### config.mk
export PLATFORM = sky130hd
export DESIGN_NAME = rom_port_arbiter
export DESIGN_NICKNAME = d
export VERILOG_FILES = /design/src/rtl/rom_port_arbiter.sv
export SDC_FILE = /design/constraint.sdc
export NUM_CORES = 1
export LEC_CHECK = 0
export BUFFER_PORTS_ARGS = -buffer_cell sky130_fd_sc_hd__buf_4
export CAP_MARGIN = 20
export CORE_MARGIN = 1.5
export CORE_UTILIZATION = 42
export DETAILED_ROUTE_END_ITERATION = 8
export GPL_TIMING_DRIVEN = 0
export PLACE_DENSITY_LB_ADDON = 0.3
export SYNTH_ARGS = -nofsm -noshare
export SYNTH_HDL_FRONTEND = slang
export SYNTH_SLANG_ARGS = --single-unit
### constraint.sdc
create_clock -name clk -period 1.9 [get_ports clk]
set_clock_uncertainty 0.2 [all_clocks]
set_input_delay 0 -clock clk [delete_from_list [all_inputs] [get_ports clk]]
set_output_delay 0 -clock clk [all_outputs]
set_load 0.01 [all_outputs]
### src/rtl/rom_port_arbiter.sv
// rom_port_arbiter
// Shares the single asynchronous program-ROM read port between the CPU
// instruction fetch stage (F) and the program-memory data-load path (D).
// One read is granted per cycle. The ROM word is registered back to the
// winning requester one cycle later. When both sides compete, the grant
// alternates round-robin.
//
// Ports:
//   clk, rst_n          system clock (rising edge), async active-low reset
//   f_req/f_addr        fetch request and address, held until f_gnt
//   f_flush             drops the fetch request this cycle and discards the
//                       fetch response arriving this cycle
//   f_gnt               fetch granted this cycle (combinational)
//   f_valid/f_data      registered fetch response, 1-cycle valid pulse
//   d_req/d_addr        data-load request and address, held until d_gnt
//   d_gnt               data-load granted this cycle (combinational)
//   d_valid/d_data      registered data-load response, 1-cycle valid pulse
//   rom_addr/rom_data   ROM read port (address out, word in)
//   conflict_cnt        saturating count of cycles with both sides requesting
module rom_port_arbiter #(
  parameter int ADDR_W = 11,
  parameter int DATA_W = 29,
  parameter int CNT_W  = 16
) (
  input  logic              clk,
  input  logic              rst_n,
  input  logic              f_req,
  input  logic [ADDR_W-1:0] f_addr,
  input  logic              f_flush,
  output logic              f_gnt,
  output logic              f_valid,
  output logic [DATA_W-1:0] f_data,
  input  logic              d_req,
  input  logic [ADDR_W-1:0] d_addr,
  output logic              d_gnt,
  output logic              d_valid,
  output logic [DATA_W-1:0] d_data,
  output logic [ADDR_W-1:0] rom_addr,
  input  logic [DATA_W-1:0] rom_data,
  output logic [CNT_W-1:0]  conflict_cnt
);

  // Remembers which requester was served most recently.
  typedef enum logic {
    LAST_F = 1'b0,
    LAST_D = 1'b1
  } last_t;

  last_t last_grant, last_grant_next;

  logic fe;
  logic conflict;
  logic f_valid_q;
  logic d_valid_q;

  // A flushed fetch does not compete for the port.
  assign fe       = f_req & ~f_flush;
  assign conflict = fe & d_req;

  // Grant selection and ROM address mux. On a conflict, the side that was
  // not served last wins. Otherwise, the only requester wins.
  always_comb begin
    f_gnt           = 1'b0;
    d_gnt           = 1'b0;
    rom_addr        = '0;
    last_grant_next = last_grant;
    if (conflict) begin
      if (last_grant == LAST_D) begin
        f_gnt = 1'b1;
      end else begin
        d_gnt = 1'b1;
      end
    end else if (fe) begin
      f_gnt = 1'b1;
    end else if (d_req) begin
      d_gnt = 1'b1;
    end
    if (f_gnt) begin
      rom_addr        = f_addr;
      last_grant_next = LAST_F;
    end else if (d_gnt) begin
      rom_addr        = d_addr;
      last_grant_next = LAST_D;
    end
  end

  // Round-robin history. Reset to D so that F wins the first conflict.
  always_ff @(posedge clk or negedge rst_n) begin
    if (!rst_n) begin
      last_grant <= LAST_D;
    end else begin
      last_grant <= last_grant_next;
    end
  end

  // Response registers. The data registers capture only on a grant and
  // otherwise hold their value. The valid registers pulse for one cycle.
  always_ff @(posedge clk or negedge rst_n) begin
    if (!rst_n) begin
      f_valid_q <= 1'b0;
      d_valid_q <= 1'b0;
      f_data    <= '0;
      d_data    <= '0;
    end else begin
      f_valid_q <= f_gnt;
      d_valid_q <= d_gnt;
      if (f_gnt) begin
        f_data <= rom_data;
      end
      if (d_gnt) begin
        d_data <= rom_data;
      end
    end
  end

  // A flush raised while a fetch response is being presented discards that
  // response. Fetches cannot be granted during a flush cycle, so no response
  // can appear in the cycle after a flush.
  assign f_valid = f_valid_q & ~f_flush;
  assign d_valid = d_valid_q;

  // Conflict counter. It saturates at all-ones instead of wrapping.
  always_ff @(posedge clk or negedge rst_n) begin
    if (!rst_n) begin
      conflict_cnt <= '0;
    end else if (conflict && (conflict_cnt != '1)) begin
      conflict_cnt <= conflict_cnt + CNT_W'(1);
    end
  end

endmodule

# Word level (Yosys, flattened, before mapping)
# Cells that the tools add are included.
# classes
n_mux	11
n_eq_ne	1
bitwise	4
reduce_logical	2
add_sub_neg	1
# ops
op	count
$mux W11	2
$add A16 B1 Y16 const B	1
$ne A16 B16 Y1 const B	1
$mux W1	9
$and A1 B1 Y1	3
$reduce_bool A2 Y1	1
$logic_and A1 B1 Y1	1
$not A1 Y1	1
# word_totals
out_inout_bits	89
elab_cells	25
ff_bits	77
input_bits	56

# Logic depth before layout (Yosys ltp)
# Gate-level depths: netlist of run 1.
# logic_depth
depth_word	6
depth_mapped	6
depth_no_buf	5

# Worst setup path after synthesis of run 1
# No wires, ideal clock.
# synth_path
kind	register to register
from	register conflict_cnt[0]
to	register conflict_cnt[1]
t_required_ps	1575
setup_time_ps	125
slack_ps	-73
path_stages_with_launch	5
synth_period_minus_slack_ps	1973
path_buffers	0
t_arrival_ps	1648
cell_sequence	dfrtp_1 ha_1 nand3_2 o41ai_4 mux2_4
# synth_between
elab_chain_cells	2
elab_cells_between_ends	3
classes_between	add/sub: 1; eq/ne: 1; reduce/logical: 1
# synth_lines
element	line_no	text
start, declared	40	output logic [CNT_W-1:0] conflict_cnt
start signal, assigned	127	conflict_cnt <= conflict_cnt + CNT_W'(1);
parallel branches: the longest is 2 deep, another holds $add A16 B1 Y16	n/a	
# Several ways; the timed one is not identified.
# A chain may end at the register's enable or synchronous reset.

# Final worst setup path of run 1
# layout_path
from	register last_grant
to	register d_data[24]
# layout_between
elab_chain_cells	2
# layout_lines
element	line_no	text
start, declared	49	last_t last_grant, last_grant_next;
start signal, assigned	92	last_grant <= last_grant_next;
$mux W1	68	if (last_grant == LAST_D) begin
$mux W1	67	if (conflict) begin
end signal, assigned	111	d_data <= rom_data;
end, declared	37	output logic [DATA_W-1:0] d_data,
# No other way between the ends.

==> results of run 1 <==
==> routing by layer <==
layer | vias up | GRT usage (%)
met3 | 20 | 5.30
met5 | - | 0
met4 | 0 | 7.14
met2 | 124 | 38.8
li1 | 1411 | -
met1 | 1423 | 25.9
==> registers in the layout (all words and copies together), names as in the netlist <==
name / cells
conflict_cnt: 16
f_valid_q: 1
d_valid: 1
f_data: 29
d_data: 29
last_grant: 1
==> cell families (layout without fill, tap and decap cells) <==
group / Yosys count / count (layout) / share of synthesized area, %
and+or+nand+nor: 158 / 158 / 21.6
buffers and inverters: 18 / 230 / 2.22
DFF: 77 / 77 / 59.9
muxes: 30 / 30 / 10.6
adders and majority gates: 1 / 1 / 0.389
AOI/OAI and AO/OA: 7 / 7 / 2.25
xor gates and xnor gates: 11 / 11 / 2.99
==> final cells by class <==
cell class / instances / area, um^2
plain buffers: 11 / 133
clock buffers: 11 / 151
clock inverters: 5 / 129
fillers: 502 / 1880
inverters: 6 / 23.8
multi-input cells: 207 / 1300
flip-flops and latches: 77 / 1940
well taps: 99 / 124
repair buffers: 197 / 1650
==> where the power goes <==
part / switching, W / leakage, nW / total, W / internal [W]
Sequential: 0.000188 / 0.934 / 0.00207 / 0.00189
Combinational: 0.000575 / 1.71 / 0.00132 / 0.000745
Clock: 0.000610 / 0.140 / 0.00169 / 0.00108
Total: 0.00137 / 2.79 / 0.00509 / 0.00371
==> cells in the mapped netlist (all sizes together), types with 2 or more instances <==
cell type,count,area share (%)
nand2,112,13
dfrtp,76,59
mux2,30,11
nand3,20,3.3
clkbuf,9,1.0
xor2,6,1.6
inv,5,0.58
nand4,5,1.6
nor2,5,0.58
nor4,5,0.97
xnor2,5,1.4
nor3,4,0.62
o21a,4,0.93
buf,3,0.47
nand3b,2,0.47
o211ai,2,0.47
==> repair_timing <==
| action | CTS | global route |
|---|---|---|
| pin swaps | 3 | 4 |
| setup buffers | 12 | 8 |
| hold buffers | 31 | 0 |
| cloned | 0 | 2 |
| hold endpoints to repair | 136 | 0 |
| gates resized for setup | 26 | 43 |
| setup endpoints to repair | 64 | 52 |
==> critical path: cells and delay by family, from the launching register on <==
family	cells	cell delay, ns
buffers and inverters	3	0.45
flip-flops	1	0.53
multiplexers	1	0.32
AND/OR/NAND/NOR	3	0.34
==> metrics by stage <==
step	hold WS, ns	TNS (ns)
floorplan	-0.496	0
global placement	-0.00216	-3.00
detailed placement	0.00185	-2.77
CTS	0.0442	-0.900
global route	0.0708	-2.57
finish	0.0623	-0.492
==> path summary, 6_finish.rpt <==
| path | from | to | slack (ns) | cells past startpoint |
|---|---|---|---|---|
| max | last_grant | d_data[24] | -0.05 | 7 |
| min | f_flush | f_valid | 0.06 | 3 |
| max reg2reg | last_grant | d_data[24] | -0.05 | 7 |
| min reg2reg | f_data[7] | f_data[7] | 0.28 | 2 |
| max in group asynchronous | rst_n | conflict_cnt[8] | 0.68 | 2 |
| min in group asynchronous | rst_n | conflict_cnt[7] | 0.16 | 2 |
==> flow_summary.ini, run 1 <==
[synthesis]
synth_edf_count = 0
ys_seq_area_share_pct = 59.9
ys.flop_type = dfrtp_1
synthCells = 302
async_flop_share_pct = 100
syn_area_per_cell_um2 = 10.7
synth.distinct_cells = 30
ys.warnings.count = 0
synth_area_mm2 = 0.00322
synth-seq-cells = 77
synth_nets = 359

[setup_path]
worstSetupStartpointType = flip-flop
required_ns = 1.92
cp_max_fo = 6
cp_slowest_cell = dfstp_2
crit_arrival_ns = 1.97
slowest_delay_ns = 0.53
path_cells = nand2b_1 -> nand3b_1 -> buf_6 -> nand2_8 -> buf_8 -> buf_12 -> mux2_2
end_kind = flip-flop
path_class = reg2reg

[route]
drc = 0
wl_met3_um = 586
vias_per_cell = 4.86
wire_per_inst_um = 15.3
top_layer = met4
wl_met2_um = 4870
antenna_left = 0
dr_total_vias = 2978
drt_iter0_markers = 146
wl_um = 9380
wl_met1_um = 3730
dr.pass1.iters = 5

[die]
core.rowCount = 31
dieArea_mm2 = 0.00820
io-pin-count = 145
start_util_pct = 43.9
die_x_um = 90.6
die_h_um = 90.6
core_area_mm2 = 0.00733

[sta]
grt_setup_unrepaired = true
tightestPinTransition_ns = 0.965
fin_crit_sh_pct = 103
slew_violations = 0
slew_headroom_pct = 35.7
finalHoldViolations = 0
fin_ws_ns = -0.0493
timing.fmax_ghz = 0.513
finalSetupViolCount = 17
fin_crit_ns = 1.95

[layout]
final_common_cell = buf_4
most-common-layout-cells = buf_4 (152), nand2_1 (110), dfrtp_1 (69)
post-route-util_pct = 74.3
final_nets = 566
fin_area_mm2 = 0.00545
syn_to_final_growth_pct = 69.2
antenna_cells = 0
drive_gt1_share_pct = 47.3
layoutNonFillerInstCount = 613

[hold_path]
min_path_type = in2out

[clocking]
clockRootBuffer = clkbuf_8
clk_pin_slew_ns = 0.08
h-tree-depth = 3
cts_tree = yes
cts_buffers = 9
clock_path_buffers = 2
cts_num_sinks = 77
clock_latency_ns = 0.34

[power]
p_leak_nw = 2.79
vdd_drop_max_mv = 0.578
powerDensity_mw_per_mm2 = 934
design_power_total_w = 0.00509

[grt]
grt_overflow = 0
grt_usage_pct = 21.9
grt_max_degree = 78
antenna_found_initial = 0
grt_pass1_wl_um = 14200
grt_pass1_vias = 3022

[placement]
portBuffers = 144
dp.cells = 545
dp_worst_setup_slack_ns = -0.126
routabilityCongestion = 0.755
post_dp_cell_area_mm2 = 0.00442
hpwl_um = 5680

[run_status]
violations = setup timing
status = finished, violations left

[job]
drv.max_cap_violation_count = 0
No activity file was read; power rests on OpenSTA's default activity.
==> run 2: changes to the inputs <==
--- a/config.mk
+++ b/config.mk
@@ -12,6 +12,7 @@
 export DETAILED_ROUTE_END_ITERATION = 8
 export GPL_TIMING_DRIVEN = 0
 export PLACE_DENSITY_LB_ADDON = 0.3
+export SKIP_LAST_GASP = 1
 export SYNTH_ARGS = -nofsm -noshare
 export SYNTH_HDL_FRONTEND = slang
 export SYNTH_SLANG_ARGS = --single-unit
==> run 2 against run 1 <==
Combinational power is essentially flat. The flow still finishes with violations (setup timing). Flip-flop and latch count is the same. Total power is essentially flat. Critical path type unchanged.
==> flow_summary.ini, run 2 (same netlist as run 1, synthesis figures left out) <==
[placement]
routabilityCongestion = 0.755
dp.cells = 545
post_dp_cell_area_mm2 = 0.00442
hpwl_um = 5680
portBuffers = 144
dp_worst_setup_slack_ns = -0.126

[sta]
fin_hold_ws_ns = 0.0624
grt_setup_unrepaired = true
finalSetupViolCount = 18
finalHoldViolations = 0
slew_headroom_pct = 35.7
tightestPinTransition_ns = 0.965
timing.fmax_ghz = 0.514
fin_crit_sh_pct = 102
tns_ns = -0.478
fin_crit_ns = 1.95
fin_ws_ns = -0.0466
slew_violations = 0

[hold_path]
min_path_type = in2out

[power]
power_frac_clock_pct = 33.3
p_comb_share_pct = 25.9
vdd_drop_max_mv = 0.578
power_frac_seq_pct = 40.8
internal_power_w = 0.00371
p_leak_nw = 2.79
power_switching_w = 0.00138
switching_share_pct = 27.0
powerDensity_mw_per_mm2 = 935

[route]
wl_met3_um = 595
wl_met2_um = 4890
wl_um = 9380
wl_met1_um = 3740
vias_per_cell = 4.82
drc = 0
drt_iter0_markers = 151
wire_per_inst_um = 15.3
top_layer = met4
antenna_left = 0
dr.pass1.iters = 5
dr_total_vias = 2956

[setup_path]
required_ns = 1.92
path_class = reg2reg
reg2reg_slack_ns = -0.05
cp_max_fo = 6
crit_arrival_ns = 1.97
worstSetupStartpointType = flip-flop
end_kind = flip-flop

[layout]
syn_to_final_growth_pct = 69.0
final_nets = 566
final_common_cell = buf_4
fillCellCount = 504
regArea_mm2 = 0.00194
antenna_cells = 0
drive_gt1_share_pct = 47.1
multi_input_area_mm2 = 0.00130
largestRegisters = d_data x29, f_data x29, conflict_cnt x16
fin_area_mm2 = 0.00544
most-common-layout-cells = buf_4 (152), nand2_1 (110), dfrtp_1 (69)
layoutNonFillerInstCount = 613

[die]
die_h_um = 90.6
core.rowCount = 31
start_util_pct = 43.9
io-pin-count = 145
dieArea_mm2 = 0.00820
core_area_mm2 = 0.00733
die_x_um = 90.6

[clocking]
cts_buffers = 9
clock_latency_ns = 0.34
clock_path_buffers = 2
h-tree-depth = 3
clockRootBuffer = clkbuf_8
clk_pin_slew_ns = 0.08
cts_num_sinks = 77
cts_tree = yes

[grt]
antenna_found_initial = 0
grt_pass1_vias = 3024
grt_overflow = 0
grt_max_degree = 78
grt_usage_pct = 21.9
grt_pass1_wl_um = 14200

[job]
drv.max_cap_violation_count = 0

[run_status]
violations = setup timing
status = finished, violations left
run 2: cell count changes in the layout (fill, tap and decap cells not counted):
cell | before | now
nand3_1 | 14 | 15
nand3_2 | 5 | 4
run 2: through the flow:
step	util (%)	total power, W
2_1_floorplan	-	0.00254
3_3_place_gp	60.4	0.00315
5_1_grt	74.2	0.00530
6_report	74.2	0.00509
3_5_place_dp	60.4	0.00319
4_1_cts	71.1	0.00503
run 2: power by group through the flow:
stage	logic (W)	clock network, W	registers, W
2_1_floorplan	0.000344	0	0.00220
3_3_place_gp	0.00106	0	0.00209
3_5_place_dp	0.00109	0	0.00210
4_1_cts	0.00125	0.00172	0.00206
5_1_grt	0.00142	0.00178	0.00211
6_report	0.00132	0.00170	0.00207
run 2: routing by layer:
metal / GRT usage (%) / vias to the layer above
li1: - / 1409
met2: 38.8 / 112
met3: 5.30 / 14
met5: 0 / -
met4: 7.14 / 0
met1: 25.9 / 1421
run 2: path summary, 6_finish.rpt:
check,startpoint,to,cells after the start
max,last_grant,d_data[24],7
min,f_flush,f_valid,3
max reg2reg,last_grant,d_data[24],7
min reg2reg,f_data[7],f_data[7],2
max in group asynchronous,rst_n,conflict_cnt[8],2
min in group asynchronous,rst_n,conflict_cnt[7],2
run 2: critical path, stage by stage, from the launching register on:
cell      delay [ns]
dfstp_2         0.53
nand2b_1        0.09
nand3b_1        0.17
buf_6           0.20
nand2_8         0.08
buf_8           0.14
buf_12          0.11
mux2_2          0.31
run 2: layout make-up:
cell class,instances,share of cell area (%)
buffer,11,2.44
clock buffer,11,2.78
clock inverter,5,2.37
inverter,6,0.437
multi-input combinational,207,23.8
sequential,77,35.6
tap,99,2.28
timing repair buffer,197,30.3
run 2: timing repair:
item / CTS / global route
endpoints found under the setup margin: 64 / 52
gates cloned: 0 / 2
gates resized for setup: 25 / 44
buffers inserted: 12 / 8
endpoints found under the hold margin: 136 / 0
hold buffers: 31 / 0
pin swaps: 3 / 4
